## src/rtl/reg_bank.sv

```systemverilog
// Multi-register bank with load/increment/decrement on one write port,
// two combinational read ports with optional write-to-read forwarding, and carry/zero flags.
module reg_bank #(
  parameter int               WIDTH     = 19,
  parameter int               DEPTH     = 8,
  parameter logic [WIDTH-1:0] RESET_VAL = '0,
  parameter bit               BYPASS    = 1'b1
) (
  input  logic                     clk,
  input  logic                     rst_n,
  input  logic [1:0]               wr_op,
  input  logic [$clog2(DEPTH)-1:0] wr_addr,
  input  logic [WIDTH-1:0]         wr_data,
  input  logic [$clog2(DEPTH)-1:0] rd_addr_a,
  input  logic [$clog2(DEPTH)-1:0] rd_addr_b,
  output logic [WIDTH-1:0]         rd_data_a,
  output logic [WIDTH-1:0]         rd_data_b,
  output logic                     carry,
  output logic                     zero
);

  localparam int            AW      = $clog2(DEPTH);
  localparam logic [AW:0]   DEPTH_C = DEPTH[AW:0];
  localparam logic [1:0]    OP_HOLD = 2'b00;
  localparam logic [1:0]    OP_LOAD = 2'b01;
  localparam logic [1:0]    OP_INC  = 2'b10;
  localparam logic [1:0]    OP_DEC  = 2'b11;

  logic [WIDTH-1:0] r_regs [DEPTH];
  logic             r_carry;
  logic             r_zero;

  logic             w_wr_in_range;
  logic             w_modify;
  logic             w_fwd_ok;
  logic [WIDTH-1:0] w_cur;
  logic [WIDTH-1:0] w_next;
  logic             w_next_carry;

  // Result of one write-port operation; the extra MSB is the wrap carry on
  // increment and the borrow on decrement (0 - 1 sets it), and is 0 on load.
  function automatic logic [WIDTH:0] f_step(input logic [1:0]       op,
                                            input logic [WIDTH-1:0] cur,
                                            input logic [WIDTH-1:0] ld);
    logic [WIDTH:0] res;
    case (op)
      OP_LOAD: res = {1'b0, ld};
      OP_INC:  res = {1'b0, cur} + {{WIDTH{1'b0}}, 1'b1};
      OP_DEC:  res = {1'b0, cur} - {{WIDTH{1'b0}}, 1'b1};
      default: res = {1'b0, cur};
    endcase
    return res;
  endfunction

  // Out-of-range addresses (non-power-of-two DEPTH) select nothing and read 0.
  function automatic logic [WIDTH-1:0] f_sel(input logic [AW-1:0] addr,
                                             input logic [WIDTH-1:0] regs [DEPTH]);
    logic [WIDTH-1:0] val;
    val = '0;
    for (int i = 0; i < DEPTH; i++) begin
      if (addr == i[AW-1:0]) val = regs[i];
    end
    return val;
  endfunction

  always_comb begin
    w_cur                  = f_sel(wr_addr, r_regs);
    w_wr_in_range          = ({1'b0, wr_addr} < DEPTH_C);
    w_modify               = w_wr_in_range && (wr_op != OP_HOLD);
    {w_next_carry, w_next} = f_step(wr_op, w_cur, wr_data);
    // Forwarding is suppressed during reset so reads reflect the reset contents next cycle.
    w_fwd_ok               = BYPASS && rst_n && w_modify;
  end

  always_comb begin
    rd_data_a = f_sel(rd_addr_a, r_regs);
    rd_data_b = f_sel(rd_addr_b, r_regs);
    if (w_fwd_ok && (rd_addr_a == wr_addr)) rd_data_a = w_next;
    if (w_fwd_ok && (rd_addr_b == wr_addr)) rd_data_b = w_next;
  end

  always_ff @(posedge clk) begin
    if (!rst_n) begin
      for (int i = 0; i < DEPTH; i++) r_regs[i] <= RESET_VAL;
      r_carry <= 1'b0;
      r_zero  <= (RESET_VAL == '0);
    end else if (w_modify) begin
      for (int i = 0; i < DEPTH; i++) begin
        if (wr_addr == i[AW-1:0]) r_regs[i] <= w_next;
      end
      r_carry <= w_next_carry;
      r_zero  <= (w_next == '0);
    end
  end

  assign carry = r_carry;
  assign zero  = r_zero;

endmodule

```

## config.mk

```make
export PLATFORM = sky130hd
export DESIGN_NAME = reg_bank
export DESIGN_NICKNAME = d
export VERILOG_FILES = /design/src/rtl/reg_bank.sv
export SDC_FILE = /design/constraint.sdc
export NUM_CORES = 1
export LEC_CHECK = 0
export ABC_CLOCK_PERIOD_IN_PS = 10350
export CORE_MARGIN = 5
export CORE_UTILIZATION = 23
export CTS_CLUSTER_SIZE = 8
export DETAILED_ROUTE_END_ITERATION = 12
export GPL_TIMING_DRIVEN = 0
export PLACE_DENSITY = 0.37
export SYNTH_ARGS = -nofsm -noshare
export SYNTH_HDL_FRONTEND = slang
export SYNTH_SLANG_ARGS = --single-unit
```

## constraint.sdc

```tcl
create_clock -name clk -period 10.35 [get_ports clk]
set_clock_uncertainty 0.2 [all_clocks]
set_input_delay 3.105 -clock clk [delete_from_list [all_inputs] [get_ports clk]]
set_output_delay 3.105 -clock clk [all_outputs]
set_load 0.01 [all_outputs]
```

# After elaboration in Yosys (flattened, before gate mapping)

Index checks and enable logic that the tools add are counted.

Bits in registers: 154
Bits in latches: 0
Memory bits (writable): 0
Bits in read-only memories: 0
Bits of input ports: 32
Output and inout bits: 40
Word-level logic and storage cells: 81
Memories: 0

Add/sub/neg operators: 2
$mul: 0
Div/mod/pow operators: 0
Order comparisons: 0
Eq/ne operators: 26
Shifts and indexed selects: 0
Muxes and demuxes: 27
Bitwise operators: 0
Reduce and logical (&&, ||, !) cells: 16

Operators by type and width:

| operator                                            | number |
|---|---|
| 2-to-1 mux 19 bit                                   | 26 |
| one-hot mux 20 bit (3 select lines)                 | 1 |
| == test 3 bit (second input constant)               | 12 |
| adder 19 x 1 -> 20 bit (second input constant)      | 1 |
| subtractor 19 x 1 -> 20 bit (second input constant) | 1 |
| logical NOT 19 bit                                  | 1 |
| == test 3 x 2 -> 1 bit (second input constant)      | 6 |
| AND reduction 2 bit                                 | 8 |
| == test 3 x 1 -> 1 bit (second input constant)      | 3 |
| logical NOT 3 bit                                   | 3 |
| == test 3 bit                                       | 2 |
| == test 2 bit (second input constant)               | 2 |
| logical AND 1 bit                                   | 3 |
| == test 2 x 1 -> 1 bit (second input constant)      | 1 |
| nonzero test 2 bit                                  | 1 |

# Longest topological paths before layout

Depth in word-level cells: 12
Gate-level depth with buffers: 22
Depth with buffers taken out: 19

# Least setup slack after synthesis

No wires, ideal clock.

Path type: input-to-output
Start: input port wr_op[1]
End: output port rd_data_a[16]
Data arrival time: 6.972 ns
Data required time: 7.045 ns
Slack: 0.073 ns
Cell stages on the path: 16
Path buffers: 4
Cell sequence: clkbuf_1 buf_1 buf_1 clkbuf_1 nand2_1 inv_1 ha_1 a21oi_1 a21oi_1 o21a_1 o31ai_1 o21ai_0 mux2i_1 a21oi_1 a21boi_0 a21oi_1

Cells in the longest elaborated chain, start to end: 4
Elaborated cells on any way between the ends: 8
Classes of those cells: 3 x eq/ne; 2 x mux; 3 x reduce/logical

RTL lines:

| item                                                                        | line | text |
|---|---|---|
| start, declared                                                             | 11   | `input logic [1:0] wr_op,` |
| branches (longest 3 deep; another with one-hot mux 20 bit (3 select lines)) | --   |  |
| 2-to-1 mux 19 bit (*)                                                       | 78   | `if (w_fwd_ok && (rd_addr_a == wr_addr)) rd_data_a = w_next;` |
| end, declared                                                               | 16   | `output logic [WIDTH-1:0] rd_data_a,` |

Mark *: on every way between the ends.

# Worst setup path in the final report

Start: input port wr_addr[1]
End: output port rd_data_b[16]

Cells in the longest elaborated chain, start to end: 12
Elaborated cells on any way between the ends: 22
Classes of those cells: 2 x add/sub; 8 x eq/ne; 10 x mux; 2 x reduce/logical

RTL lines:

| item                                                                  | line   | text |
|---|---|---|
| start, declared                                                       | 12     | `input logic [$clog2(DEPTH)-1:0] wr_addr,` |
| logical NOT 3 bit                                                     | 61     | `if (addr == i[AW-1:0]) val = regs[i];` |
| 2-to-1 mux 19 bit (8 in a row)                                        | 61     |  |
| subtractor 19 x 1 -> 20 bit or adder 19 x 1 -> 20 bit (tied branches) | 49, 48 |  |
| one-hot mux 20 bit (3 select lines)                                   | 46     | `case (op)` |
| 2-to-1 mux 19 bit (*)                                                 | 79     | `if (w_fwd_ok && (rd_addr_b == wr_addr)) rd_data_b = w_next;` |
| end, declared                                                         | 17     | `output logic [WIDTH-1:0] rd_data_b,` |

Mark *: on every way between the ends. The rest lies on a longest branch, timed or not.

==> impl_table.tex <==
\begin{tabular}{lr}
\hline
Metric & Value \\
\hline
\multicolumn{2}{l}{\textbf{Outcome}} \\
Run status & finished clean \\
\multicolumn{2}{l}{\textbf{Clock network}} \\
Root buffer cell & clkbuf\_16 \\
Num Clock Sinks & about 150 \\
Maximum level of the CTS H-tree & 4 \\
Clock latency on the worst-skew pair & around 0.46 ns \\
TritonCTS clock tree & built \\
Clock transition at the register clock pins on the worst setup and hold paths after CTS & 0.08 ns \\
Clk buf depth & 2 \\
Inserted Clock Buffers & 17 \\
\multicolumn{2}{l}{\textbf{Detailed routing}} \\
Post-detailed-route count of antenna-violating nets & 0 \\
First drt pass iteration count & 5 \\
Uppermost metal layer occupied by signal nets & met5 \\
DRC errors left & 0 \\
Detail Route met2 WL & $\sim$30000 um \\
Routed length per placed instance & between 20 and 30 um \\
Met1 layer wirelength in the final routing & 28720 um \\
Vias after detailed routing & around 12000 \\
DRT Wirelength & about 65000 um \\
Initial drt markers & roughly 1400 \\
Detail-routed via count per cell & 5.504 \\
Met3 Wirelength & 4623 um \\
\multicolumn{2}{l}{\textbf{Place}} \\
Placement-stage worst setup slack & -3.336 ns \\
Gp weighted congestion & $\sim$0.97 \\
Detailed placement HPWL & slightly below 50000 um \\
\# port buffers & 66 \\
Placed Area & about 0.013 sq mm \\
\multicolumn{2}{l}{\textbf{Global routing}} \\
Global-route wire length before repair & $\sim$90000 um \\
Total global routing track utilization & 0.2337 \\
Initial antenna violation count & 3 \\
Gr ovfl total & 0 \\
Number of global-route vias before repair & 12030 \\
Pin count of the biggest net entering global routing & 17 \\
\multicolumn{2}{l}{\textbf{Floorplanning}} \\
Overall die width & between 200 and 250 um \\
Area enclosed by the die boundary & approximately 0.054 sq mm \\
I/O Pins & just over 70 \\
Initial core utilization & 0.2316 \\
Row count & 81 \\
Area of the core & $\sim$0.05 sq mm \\
DIE HEIGHT & between 200 and 250 um \\
\multicolumn{2}{l}{\textbf{Power}} \\
Part of the total power dissipated in sequential elements & 0.363 \\
Worst IR drop on VDD & between 0.0001 and 0.00015 V \\
Switching power of the nets & 678.2 uW \\
Leakage component of the power & about 6.9 nW \\
Sw frac & 0.3711 \\
Combinational Power Share & 0.304 \\
Clock power share & 0.333 \\
Overall Power & roughly 1.8 mW \\
Internal Pwr Total & 1.149 mW \\
Pwr/cell area & 122.3 mW/mm\^{}2 \\
\multicolumn{2}{l}{\textbf{Cells and area}} \\
Share of final-layout standard cells stronger than drive strength 1 & 0.2015 \\
Final core utilization & 0.3058 \\
Fin area & between 0.01 and 0.015 sq mm \\
Nets & 1638 \\
Layout-stage area growth over the synthesis result & 32.04\% \\
\multicolumn{2}{l}{\textbf{STA}} \\
Number of endpoints with negative hold slack in the final report & 0 \\
Period utilisation layout & 0.9924 \\
Slew Limit Headroom & 0.1308 \\
Shortest clock period the worst path allows after layout & roughly 10 ns \\
Slack of the critical path & a little under 0.08 ns \\
Maximum operating frequency & $\sim$0.1 GHz \\
Final hold slack & 0.3357 ns \\
Unrepaired setup endpoints after global routing & true \\
Final setup violation count & 0 \\
Final-report max-slew violation count & 0 \\
Worst slew pin tran & roughly 1.3 ns \\
\multicolumn{2}{l}{\textbf{Worst setup path}} \\
Largest delay share family, worst path & multiplexers \\
Startpoint Class & input pin \\
Worst-path cell with the longest stage delay & mux4\_2 \\
Largest fanout of any net on the critical path & 10 \\
Worst path buffer plus inverter count & 6 \\
Critical path start-end classification & input pin to output pin \\
Required @ worst endpoint & just over 7 ns \\
Critical path arrival & 6.97 ns \\
Library cell appearing most often on the critical path & buf\_4 \\
Crit. End Element & output pin \\
Series of cell instances along the critical path & buf\_4 -> buf\_6 -> buf\_4 -> buf\_12 -> mux4\_2 -> mux2\_2 -> ha\_4 -> nand4\_1 -> buf\_4 -> nor2\_2 -> o2111a\_2 -> o31ai\_4 -> o21ai\_2 -> mux2i\_2 -> a21oi\_4 -> a21boi\_4 -> a21oi\_4 -> buf\_2 \\
Peak per-stage delay on the critical path & about 0.50 ns \\
\multicolumn{2}{l}{\textbf{Yosys}} \\
Sequential element share of the synthesized area & 0.2725 \\
Yosys Warn Count & 0 \\
Synthesized area per cell & between 7 and 8 sq um \\
Post-synth design cell area & approximately 0.011 sq mm \\
Library cell with the largest summed area after synthesis & dfxtp\_1 \\
Most frequent cell after synthesis & nand2\_1 \\
Post-Syn Instances & about 1400 \\
Post-synthesis cell type count & between 70 and 80 \\
Ranking of synthesized cells by area & dfxtp\_1 (27\%), o211a\_1 (12\%), nand2\_1 (7.9\%), mux4\_2 (6.4\%), a21oi\_1 (6.0\%) \\
Async S/R FF share, synth & 0 \\
EDFF count, synth & 0 \\
Fraction of post-synthesis cell area in the top cell type by area & 0.2725 \\
Flops \& latches, synth & $\sim$150 \\
Dominant synthesized flop cell & dfxtp\_1 \\
Leading cell types by count after synthesis & nand2\_1 (239), dfxtp\_1 (154), a21oi\_1 (135), nor2\_1 (134), o211a\_1 (134) \\
Post-synthesis net count & 1477 \\
\multicolumn{2}{l}{\textbf{Worst hold path}} \\
Hold Crit Class & flip-flop to flip-flop \\
\multicolumn{2}{l}{\textbf{Job}} \\
Total of max-cap violations & 0 \\
\hline
\end{tabular}
[worst register-to-register path, delay by kind of cell (launching register included)]
kind                       cells  cell delay (ns)
and+or+nand+nor                4             0.86
muxes                          3             0.97
AOI/OAI and AO/OA              7             1.50
adders and majority gates      1             0.19
DFF                            1             0.38
buffers and inverters          3             0.47
[flip-flops by register name, indices dropped and copies added, names as in the netlist]
name,cells
carry,1
r_regs,152
zero,1
[worst paths after layout]
| path | start | end | slack [ns] | cells past startpoint |
|---|---|---|---|---|
| min reg2reg | r_regs[75]$_SDFFE_PN0P_ | r_regs[75]$_SDFFE_PN0P_ | 0.34 | 2 |
| min | r_regs[75]$_SDFFE_PN0P_ | r_regs[75]$_SDFFE_PN0P_ | 0.34 | 2 |
| max reg2reg | r_regs[115]$_SDFFE_PN0P_ | zero$_SDFFE_PN1N_ | 5.73 | 18 |
| max | wr_addr[1] | rd_data_b[16] | 0.08 | 18 |
[power groups by stage]
stage	clock [mW]	sequential [mW]	combinational (mW)
after floorplan	0	0.652	0.262
after global placement	0	0.673	0.449
after detailed placement	0	0.673	0.449
after CTS	0.620	0.660	0.535
after global routing	0.642	0.665	0.582
final	0.609	0.663	0.555
[layout by cell type (no fill, tap or decap), types with 7 or more instances in the layout]
cell type,instances
mux2_2,13
a21oi_2,17
o211a_1,134
nor2b_1,19
a211oi_1,33
o21ai_0,61
ha_1,10
buf_2,12
nand2_1,236
o211ai_1,7
dlygate4sd2_1,11
clkdlybuf4s50_1,38
a22oi_1,31
a21oi_1,108
buf_1,11
inv_1,14
buf_4,79
ha_4,8
xor2_1,9
nor3_2,7
buf_12,8
nand4_1,7
nor2_1,130
nand2b_1,7
buf_6,14
clkbuf_8,7
dfxtp_1,154
clkbuf_1,80
mux2i_1,58
o22ai_1,31
clkbuf_16,20
a21oi_4,10
mux4_2,32
[metrics by stage]
stage,instances,setup TNS [ns]
floorplan,1425,0
global placement,2155,-95.90
detailed placement,2157,-93.46
CTS,2253,-0.08894
global route,2262,-0.09693
finish,2264,0
[logic make-up after synthesis]
kind of cell,share of synthesized area
multiplexers,0.1376
buffers and inverters,0.05418
flip-flops,0.2725
AO/OA/AOI/OAI,0.3294
adder cells (fa/ha/maj),0.02278
XOR/XNOR,0.01084
AND/OR/NAND/NOR,0.1727
[metal layers]
metal	global-route usage	up-vias
met5	0	-
met4	0.05687	2
met3	0.03619	86
met2	0.3873	567
met1	0.3200	6173
li1	-	5633
[layout make-up]
cell class	count	area, sq um
clock buffer	17	425.4
clock inverter	14	115.1
buffer	128	833.3
fill	5237	33910
sequential	154	3083
tap	664	830.8
timing repair buffer	148	1246
inverter	18	78.83
multi-input combinational	1119	8322
antenna	2	5.005
[timing repair]
item | CTS | global route
pin swaps | 37 | 32
endpoints found under the setup margin | 38 | 29
resized for setup | 275 | 43
hold buffers | 0 | 0
setup buffers | 68 | 13
cloned | 0 | 0
No activity file was read; power rests on OpenSTA's default activity.
